### src/rtl/cla_serial_add_ctrl_if.sv
// Handshake and data bundle for the nibble-serial adder/subtractor.
// master = operand producer / result consumer, slave = the controller.
interface cla_serial_add_ctrl_if #(
    parameter int WIDTH = 32
);
    logic             in_valid;
    logic             in_ready;
    logic [WIDTH-1:0] a;
    logic [WIDTH-1:0] b;
    logic             sub;
    logic             out_valid;
    logic             out_ready;
    logic [WIDTH-1:0] sum;
    logic             cout;
    logic             overflow;
    logic             zero;

    modport master (
        output in_valid, a, b, sub, out_ready,
        input  in_ready, out_valid, sum, cout, overflow, zero
    );

    modport slave (
        input  in_valid, a, b, sub, out_ready,
        output in_ready, out_valid, sum, cout, overflow, zero
    );
endinterface

### src/rtl/cla_serial_add_ctrl.sv
// Multi-cycle WIDTH-bit add/subtract using a single 4-bit carry-lookahead
// slice, one nibble per cycle LSB first, carry chained through a register.

// 4-bit carry-lookahead slice.
module cla4bit (
    input  logic [3:0] a,
    input  logic [3:0] b,
    input  logic       cin,
    output logic [3:0] s,
    output logic       cout
);
    logic [3:0] g;
    logic [3:0] p;
    logic [4:1] c;

    // Generate/propagate and flattened lookahead carries.
    always_comb begin
        g    = a & b;
        p    = a ^ b;
        c[1] = g[0] | (p[0] & cin);
        c[2] = g[1] | (p[1] & g[0]) | (p[1] & p[0] & cin);
        c[3] = g[2] | (p[2] & g[1]) | (p[2] & p[1] & g[0])
             | (p[2] & p[1] & p[0] & cin);
        c[4] = g[3] | (p[3] & g[2]) | (p[3] & p[2] & g[1])
             | (p[3] & p[2] & p[1] & g[0]) | (p[3] & p[2] & p[1] & p[0] & cin);
        s    = p ^ {c[3], c[2], c[1], cin};
        cout = c[4];
    end
endmodule

module cla_serial_add_ctrl #(
    parameter int WIDTH = 32
) (
    input  logic                 clk,
    input  logic                 rst,
    cla_serial_add_ctrl_if.slave bus
);
    localparam int NIBBLES = WIDTH / 4;
    localparam int CNT_W   = (NIBBLES > 1) ? $clog2(NIBBLES) : 1;

    if ((WIDTH % 4) != 0 || WIDTH < 8) begin : g_bad_width
        $error("cla_serial_add_ctrl: WIDTH must be a multiple of 4 and >= 8");
    end

    typedef enum logic [1:0] {
        IDLE,
        RUN,
        DONE
    } state_t;

    state_t           state_q, state_d;
    logic [WIDTH-1:0] a_q, a_d;
    logic [WIDTH-1:0] b_q, b_d;
    // Holds the NIBBLES-1 finished nibbles; the last one comes straight off
    // the slice, so the register is one nibble short of WIDTH.
    logic [WIDTH-5:0] res_q, res_d;
    logic             carry_q, carry_d;
    logic [CNT_W-1:0] cnt_q, cnt_d;
    logic [WIDTH-1:0] sum_q, sum_d;
    logic             cout_q, cout_d;
    logic             ovf_q, ovf_d;
    logic             zero_q, zero_d;

    logic [3:0]       slice_s;
    logic             slice_co;
    logic [WIDTH-1:0] completed;

    cla4bit u_slice (
        .a    (a_q[3:0]),
        .b    (b_q[3:0]),
        .cin  (carry_q),
        .s    (slice_s),
        .cout (slice_co)
    );

    // Next-state, datapath sequencing and result capture.
    always_comb begin
        state_d   = state_q;
        a_d       = a_q;
        b_d       = b_q;
        res_d     = res_q;
        carry_d   = carry_q;
        cnt_d     = cnt_q;
        sum_d     = sum_q;
        cout_d    = cout_q;
        ovf_d     = ovf_q;
        zero_d    = zero_q;
        completed = {slice_s, res_q};

        case (state_q)
            IDLE: begin
                if (bus.in_valid) begin
                    a_d     = bus.a;
                    b_d     = bus.sub ? ~bus.b : bus.b;
                    carry_d = bus.sub;
                    cnt_d   = '0;
                    state_d = RUN;
                end
            end
            RUN: begin
                a_d     = a_q >> 4;
                b_d     = b_q >> 4;
                res_d   = (WIDTH-4)'(completed >> 4);
                carry_d = slice_co;
                cnt_d   = cnt_q + 1'b1;
                if (cnt_q == CNT_W'(NIBBLES - 1)) begin
                    // a_q/b_q low nibble is the original top nibble here.
                    cout_d  = slice_co;
                    ovf_d   = (a_q[3] == b_q[3]) && (slice_s[3] != a_q[3]);
                    zero_d  = (completed == '0);
                    sum_d   = completed;
                    state_d = DONE;
                end
            end
            DONE: begin
                if (bus.out_ready) begin
                    state_d = IDLE;
                end
            end
            default: state_d = IDLE;
        endcase
    end

    // State and datapath registers with synchronous reset.
    always_ff @(posedge clk) begin
        if (rst) begin
            state_q <= IDLE;
            a_q     <= '0;
            b_q     <= '0;
            res_q   <= '0;
            carry_q <= 1'b0;
            cnt_q   <= '0;
            sum_q   <= '0;
            cout_q  <= 1'b0;
            ovf_q   <= 1'b0;
            zero_q  <= 1'b0;
        end else begin
            state_q <= state_d;
            a_q     <= a_d;
            b_q     <= b_d;
            res_q   <= res_d;
            carry_q <= carry_d;
            cnt_q   <= cnt_d;
            sum_q   <= sum_d;
            cout_q  <= cout_d;
            ovf_q   <= ovf_d;
            zero_q  <= zero_d;
        end
    end

    assign bus.in_ready  = (state_q == IDLE);
    assign bus.out_valid = (state_q == DONE);
    assign bus.sum       = sum_q;
    assign bus.cout      = cout_q;
    assign bus.overflow  = ovf_q;
    assign bus.zero      = zero_q;
endmodule

### src/flat_wrapper.sv
// flat-port wrapper written by rule: the top's interface ports become plain ports
module cla_serial_add_ctrl_flat 
#(
    parameter int WIDTH = 32
)
  (clk, rst, bus_in_valid, bus_a, bus_b, bus_sub, bus_out_ready, bus_in_ready, bus_out_valid, bus_sum, bus_cout, bus_overflow, bus_zero);
  cla_serial_add_ctrl_if #(.WIDTH(WIDTH)) bus_i ();
  input  logic clk;
  input  logic rst;
  input wire logic [$bits(bus_i.in_valid)-1:0] bus_in_valid;
  input wire logic [$bits(bus_i.a)-1:0] bus_a;
  input wire logic [$bits(bus_i.b)-1:0] bus_b;
  input wire logic [$bits(bus_i.sub)-1:0] bus_sub;
  input wire logic [$bits(bus_i.out_ready)-1:0] bus_out_ready;
  output wire logic [$bits(bus_i.in_ready)-1:0] bus_in_ready;
  output wire logic [$bits(bus_i.out_valid)-1:0] bus_out_valid;
  output wire logic [$bits(bus_i.sum)-1:0] bus_sum;
  output wire logic [$bits(bus_i.cout)-1:0] bus_cout;
  output wire logic [$bits(bus_i.overflow)-1:0] bus_overflow;
  output wire logic [$bits(bus_i.zero)-1:0] bus_zero;
  assign bus_i.in_valid = bus_in_valid;
  assign bus_i.a = bus_a;
  assign bus_i.b = bus_b;
  assign bus_i.sub = bus_sub;
  assign bus_i.out_ready = bus_out_ready;
  assign bus_in_ready = bus_i.in_ready;
  assign bus_out_valid = bus_i.out_valid;
  assign bus_sum = bus_i.sum;
  assign bus_cout = bus_i.cout;
  assign bus_overflow = bus_i.overflow;
  assign bus_zero = bus_i.zero;
  cla_serial_add_ctrl #(.WIDTH(WIDTH)) u_core (.clk(clk), .rst(rst), .bus(bus_i));
endmodule
### config.mk
export PLATFORM = sky130hd
export DESIGN_NAME = cla_serial_add_ctrl_flat
export DESIGN_NICKNAME = d
export VERILOG_FILES = /design/src/rtl/cla_serial_add_ctrl_if.sv /design/src/rtl/cla_serial_add_ctrl.sv /design/src/flat_wrapper.sv
export SDC_FILE = /design/constraint.sdc
export NUM_CORES = 1
export LEC_CHECK = 0
export CELL_PAD_IN_SITES_DETAIL_PLACEMENT = 0
export CELL_PAD_IN_SITES_GLOBAL_PLACEMENT = 1
export CORE_MARGIN = 3
export CORE_UTILIZATION = 38
export CTS_CLUSTER_DIAMETER = 80
export DETAILED_ROUTE_END_ITERATION = 16
export PLACE_DENSITY_LB_ADDON = 0.12
export SYNTH_ARGS = -nofsm -noshare
export SYNTH_HDL_FRONTEND = slang
export SYNTH_SLANG_ARGS = --single-unit
### constraint.sdc
create_clock -name clk -period 2 [get_ports clk]
set_input_delay 0.4 -clock clk [delete_from_list [all_inputs] [get_ports clk]]
set_output_delay 0.4 -clock clk [all_outputs]
set_load 0.05 [all_outputs]
==> results.toml <==
[die]
fp.dieW_um = 128
initial_utilization_pct = 39.1
core_um2 = 14600
dieArea_um2 = 16500
die_h_um = 128
io_pins = 106
placementRows = 44

[critical_path]
ff2ff_path_depth = 6
path_buf_inv = 1
critPathKind = "reg -> out"
cp_data_arrival_time_ns = 1.54
cp_cell_sequence = "clkdlybuf4s50_1"
rr_endpoint = "u_core.bus.sum[31]"
cp_max_fo = 2
end_kind = "output port"
r2r_slack_ns = 0.18
start_kind = "register"
cp.required_ns = 1.60
worst_path_max_delay_cell = "clkdlybuf4s50_1"
max_stage_delay_ns = 0.80
regToRegStartpoint = "u_core.b_q[0]"
cp_top_family = "buffers and inverters"

[timing]
finalSetupViolations = 0
hold_slack_ns = 0.451
skew_ns = 0.00678
fmax_mhz = 516
period_share_pct = 97.0
grt_setup_unrepaired = "no"
slew_violations = 0
layout_min_cycle_time_ns = 1.94
max-slew-margin-rel_pct = 41.1
hold_viol = 0
tightest_slew_ns = 0.883
finalSetupTns_ns = 0

[clock_network]
cts_resized = 0
cts_sinks = 133
root_buffer = "clkbuf_16"
h-tree-depth = 4
cts.clk_slew.worst_paths_ns = 0.06
cts_buffers = 17
post-cts-setup-buffer-count = 0
clkLatencyLatePin_ns = 0.41
cts_tree = "done"
clk_path_buf_depth = 2
hold_buffers = 0

[worst_hold_path]
hold_depth = 2
hold_start = "u_core.bus.sum[9]"
hold_class = "reg -> reg"
min_to = "u_core.bus.sum[9]"

[synth]
synth_area_leaders = "dfxtp_1 47%, nor2_1 8.8%, a21oi_1 8.2%"
synth_cell_types = 38
synth-seq-cells = 133
ys_seq_area_share_pct = 46.7
synth_top_cell_area_share_pct = 46.7
syn_area_um2 = 5700
synth_nets = 787
synthCells = 711
syn_avg_cell_area_um2 = 8.01
synth_top_area_cell = "dfxtp_1"
yosysWarnings = 0

[run]
drv_cap = 0

[pwr]
total_power_w = 0.00695
power_leakage_nw = 2.99
p_per_area_nw_per_um2 = 922
clock_power_share_pct = 47.1
p_int_w = 0.00534
switching_share_pct = 23.1
combPwrFrac_pct = 11.8
vdd_ir_drop_max_v = 0.000682
pwr-share-seq_pct = 41.1
switching_power_w = 0.00161

[routing]
viasPerCell = 5.17
first_pass_iters = 7
drcViolationCount = 0
wl_per_cell_um = 14.0
drt-total-wl_mm = 13.8
ant_nets = 0
num_vias = 5113
drtIter0Drc = 393

[final_layout]
fin_nets = 869
antennaDiodeCount = 0
finalNonFillerCells = 989
area_growth_pct = 32.2
drive_gt1_share_pct = 7.20
final_common_cell = "nor2_1"
nFillCells = 1409
layout_common_cells = "133 x nor2_1, 132 x dfxtp_1, 115 x nand2_1"

[grt]
grtUsageTotal_pct = 16.9
overflow = 0
antenna_found_initial = 0
grt_start_max_net_pins = 135
grt_pass1_vias = 4991
grt_pass1_wl_mm = 22.8

[place]
io_buffers = 105
place.gp.congestion = 0.810
place_inst = 958
dpl.hpwl_mm = 8.98

[run_status]
status = "completed"
[Yosys cell counts, drive strengths merged]
library cell,instances
a211o,2
a211oi,4
a21o,1
a21oi,93
a222oi,28
a22oi,11
a31o,1
and2,2
buf,30
clkbuf,29
dfxtp,133
fa,1
ha,6
inv,4
nand2,115
nand2b,2
nand3,3
nand3b,1
nand4,2
nor2,134
nor2b,30
nor3,27
nor3b,1
nor4,6
nor4b,1
o211ai,2
o21a,1
o21ai,3
o21bai,1
o41ai,1
or2,2
xnor2,1
xor2,33
[registers in the layout, indices dropped and copies added (netlist names)]
name / count
u_core.carry_q: 1
u_core.bus.zero: 1
u_core.bus.cout: 1
u_core.state_q: 2
u_core.a_q: 32
u_core.bus.sum: 32
u_core.bus.overflow: 1
u_core.cnt_q: 3
u_core.b_q: 32
u_core.res_q: 28
[how the worst max path moves through the flow]
stage	start	end	slack (ns)	depth (start not counted)
after floorplan	u_core.state_q[1]	u_core.carry_q	0.11	6
after global placement	bus_in_valid	u_core.b_q[14]	0.06	6
after detailed placement	bus_in_valid	u_core.b_q[21]	0.03	6
after CTS	u_core.bus.overflow	bus_overflow	0.005	1
after global routing	u_core.bus.sum[8]	bus_sum[8]	0.001	1
final	u_core.bus.sum[24]	bus_sum[24]	0.06	1
[layout make-up]
cell class | count | area, µm² | share of cell area [%]
inverters | 4 | 15.0 | 0.199
repair buffers | 122 | 1260 | 16.7
clock buffers | 22 | 474 | 6.29
clock inverters | 9 | 150 | 1.99
multi-input cells | 515 | 2740 | 36.4
flip-flops and latches | 133 | 2660 | 35.4
well taps | 184 | 230 | 3.06
[through the flow]
step	area, µm²	util (%)	worst slack (ns)
2_1_floorplan	5700	-	0.107
3_3_place_gp	6880	47.2	0.0553
3_5_place_dp	6880	47.2	0.0251
4_1_cts	7500	51.4	0.00540
5_1_grt	7530	51.6	0.00111
6_report	7530	51.6	0.0606
[layer usage]
metal  wire length [µm]  part of all wire (%)  vias to the layer above  track usage (%)
met1               6000                    43                     2400             20.3
met2               6880                    50                      122             28.5
met5                  0                     0                        -                0
met4                315                   2.3                        0             7.62
li1                   -                     -                     2573                -
met3                609                   4.4                       18             4.32
[worst reg2reg max path, stage by stage (launching register included)]
cell and delay (ns):
dfxtp_1 0.31, buf_4 0.13, ha_1 0.30, a211o_1 0.36, a211o_1 0.31, o211ai_1 0.17
a21oi_1 0.11
[cell families after synthesis]
family / count (synthesis) / synth area share, %
AO/OA/AOI/OAI: 148 / 16.6
XOR/XNOR: 34 / 5.23
buffers and inverters: 63 / 5.45
flip-flops: 133 / 46.7
adder cells (fa/ha/maj): 7 / 1.67
AND/OR/NAND/NOR: 326 / 24.3
[power by group through the flow]
stage          clock network (W)  registers [W]  logic [W]
3_5_place_dp                   0        0.00291   0.000824
4_1_cts                  0.00336        0.00285   0.000828
5_1_grt                  0.00347        0.00287   0.000925
3_3_place_gp                   0        0.00291   0.000812
2_1_floorplan                  0        0.00289   0.000551
6_report                 0.00327        0.00285   0.000820
No activity file was read; power rests on OpenSTA's default activity.
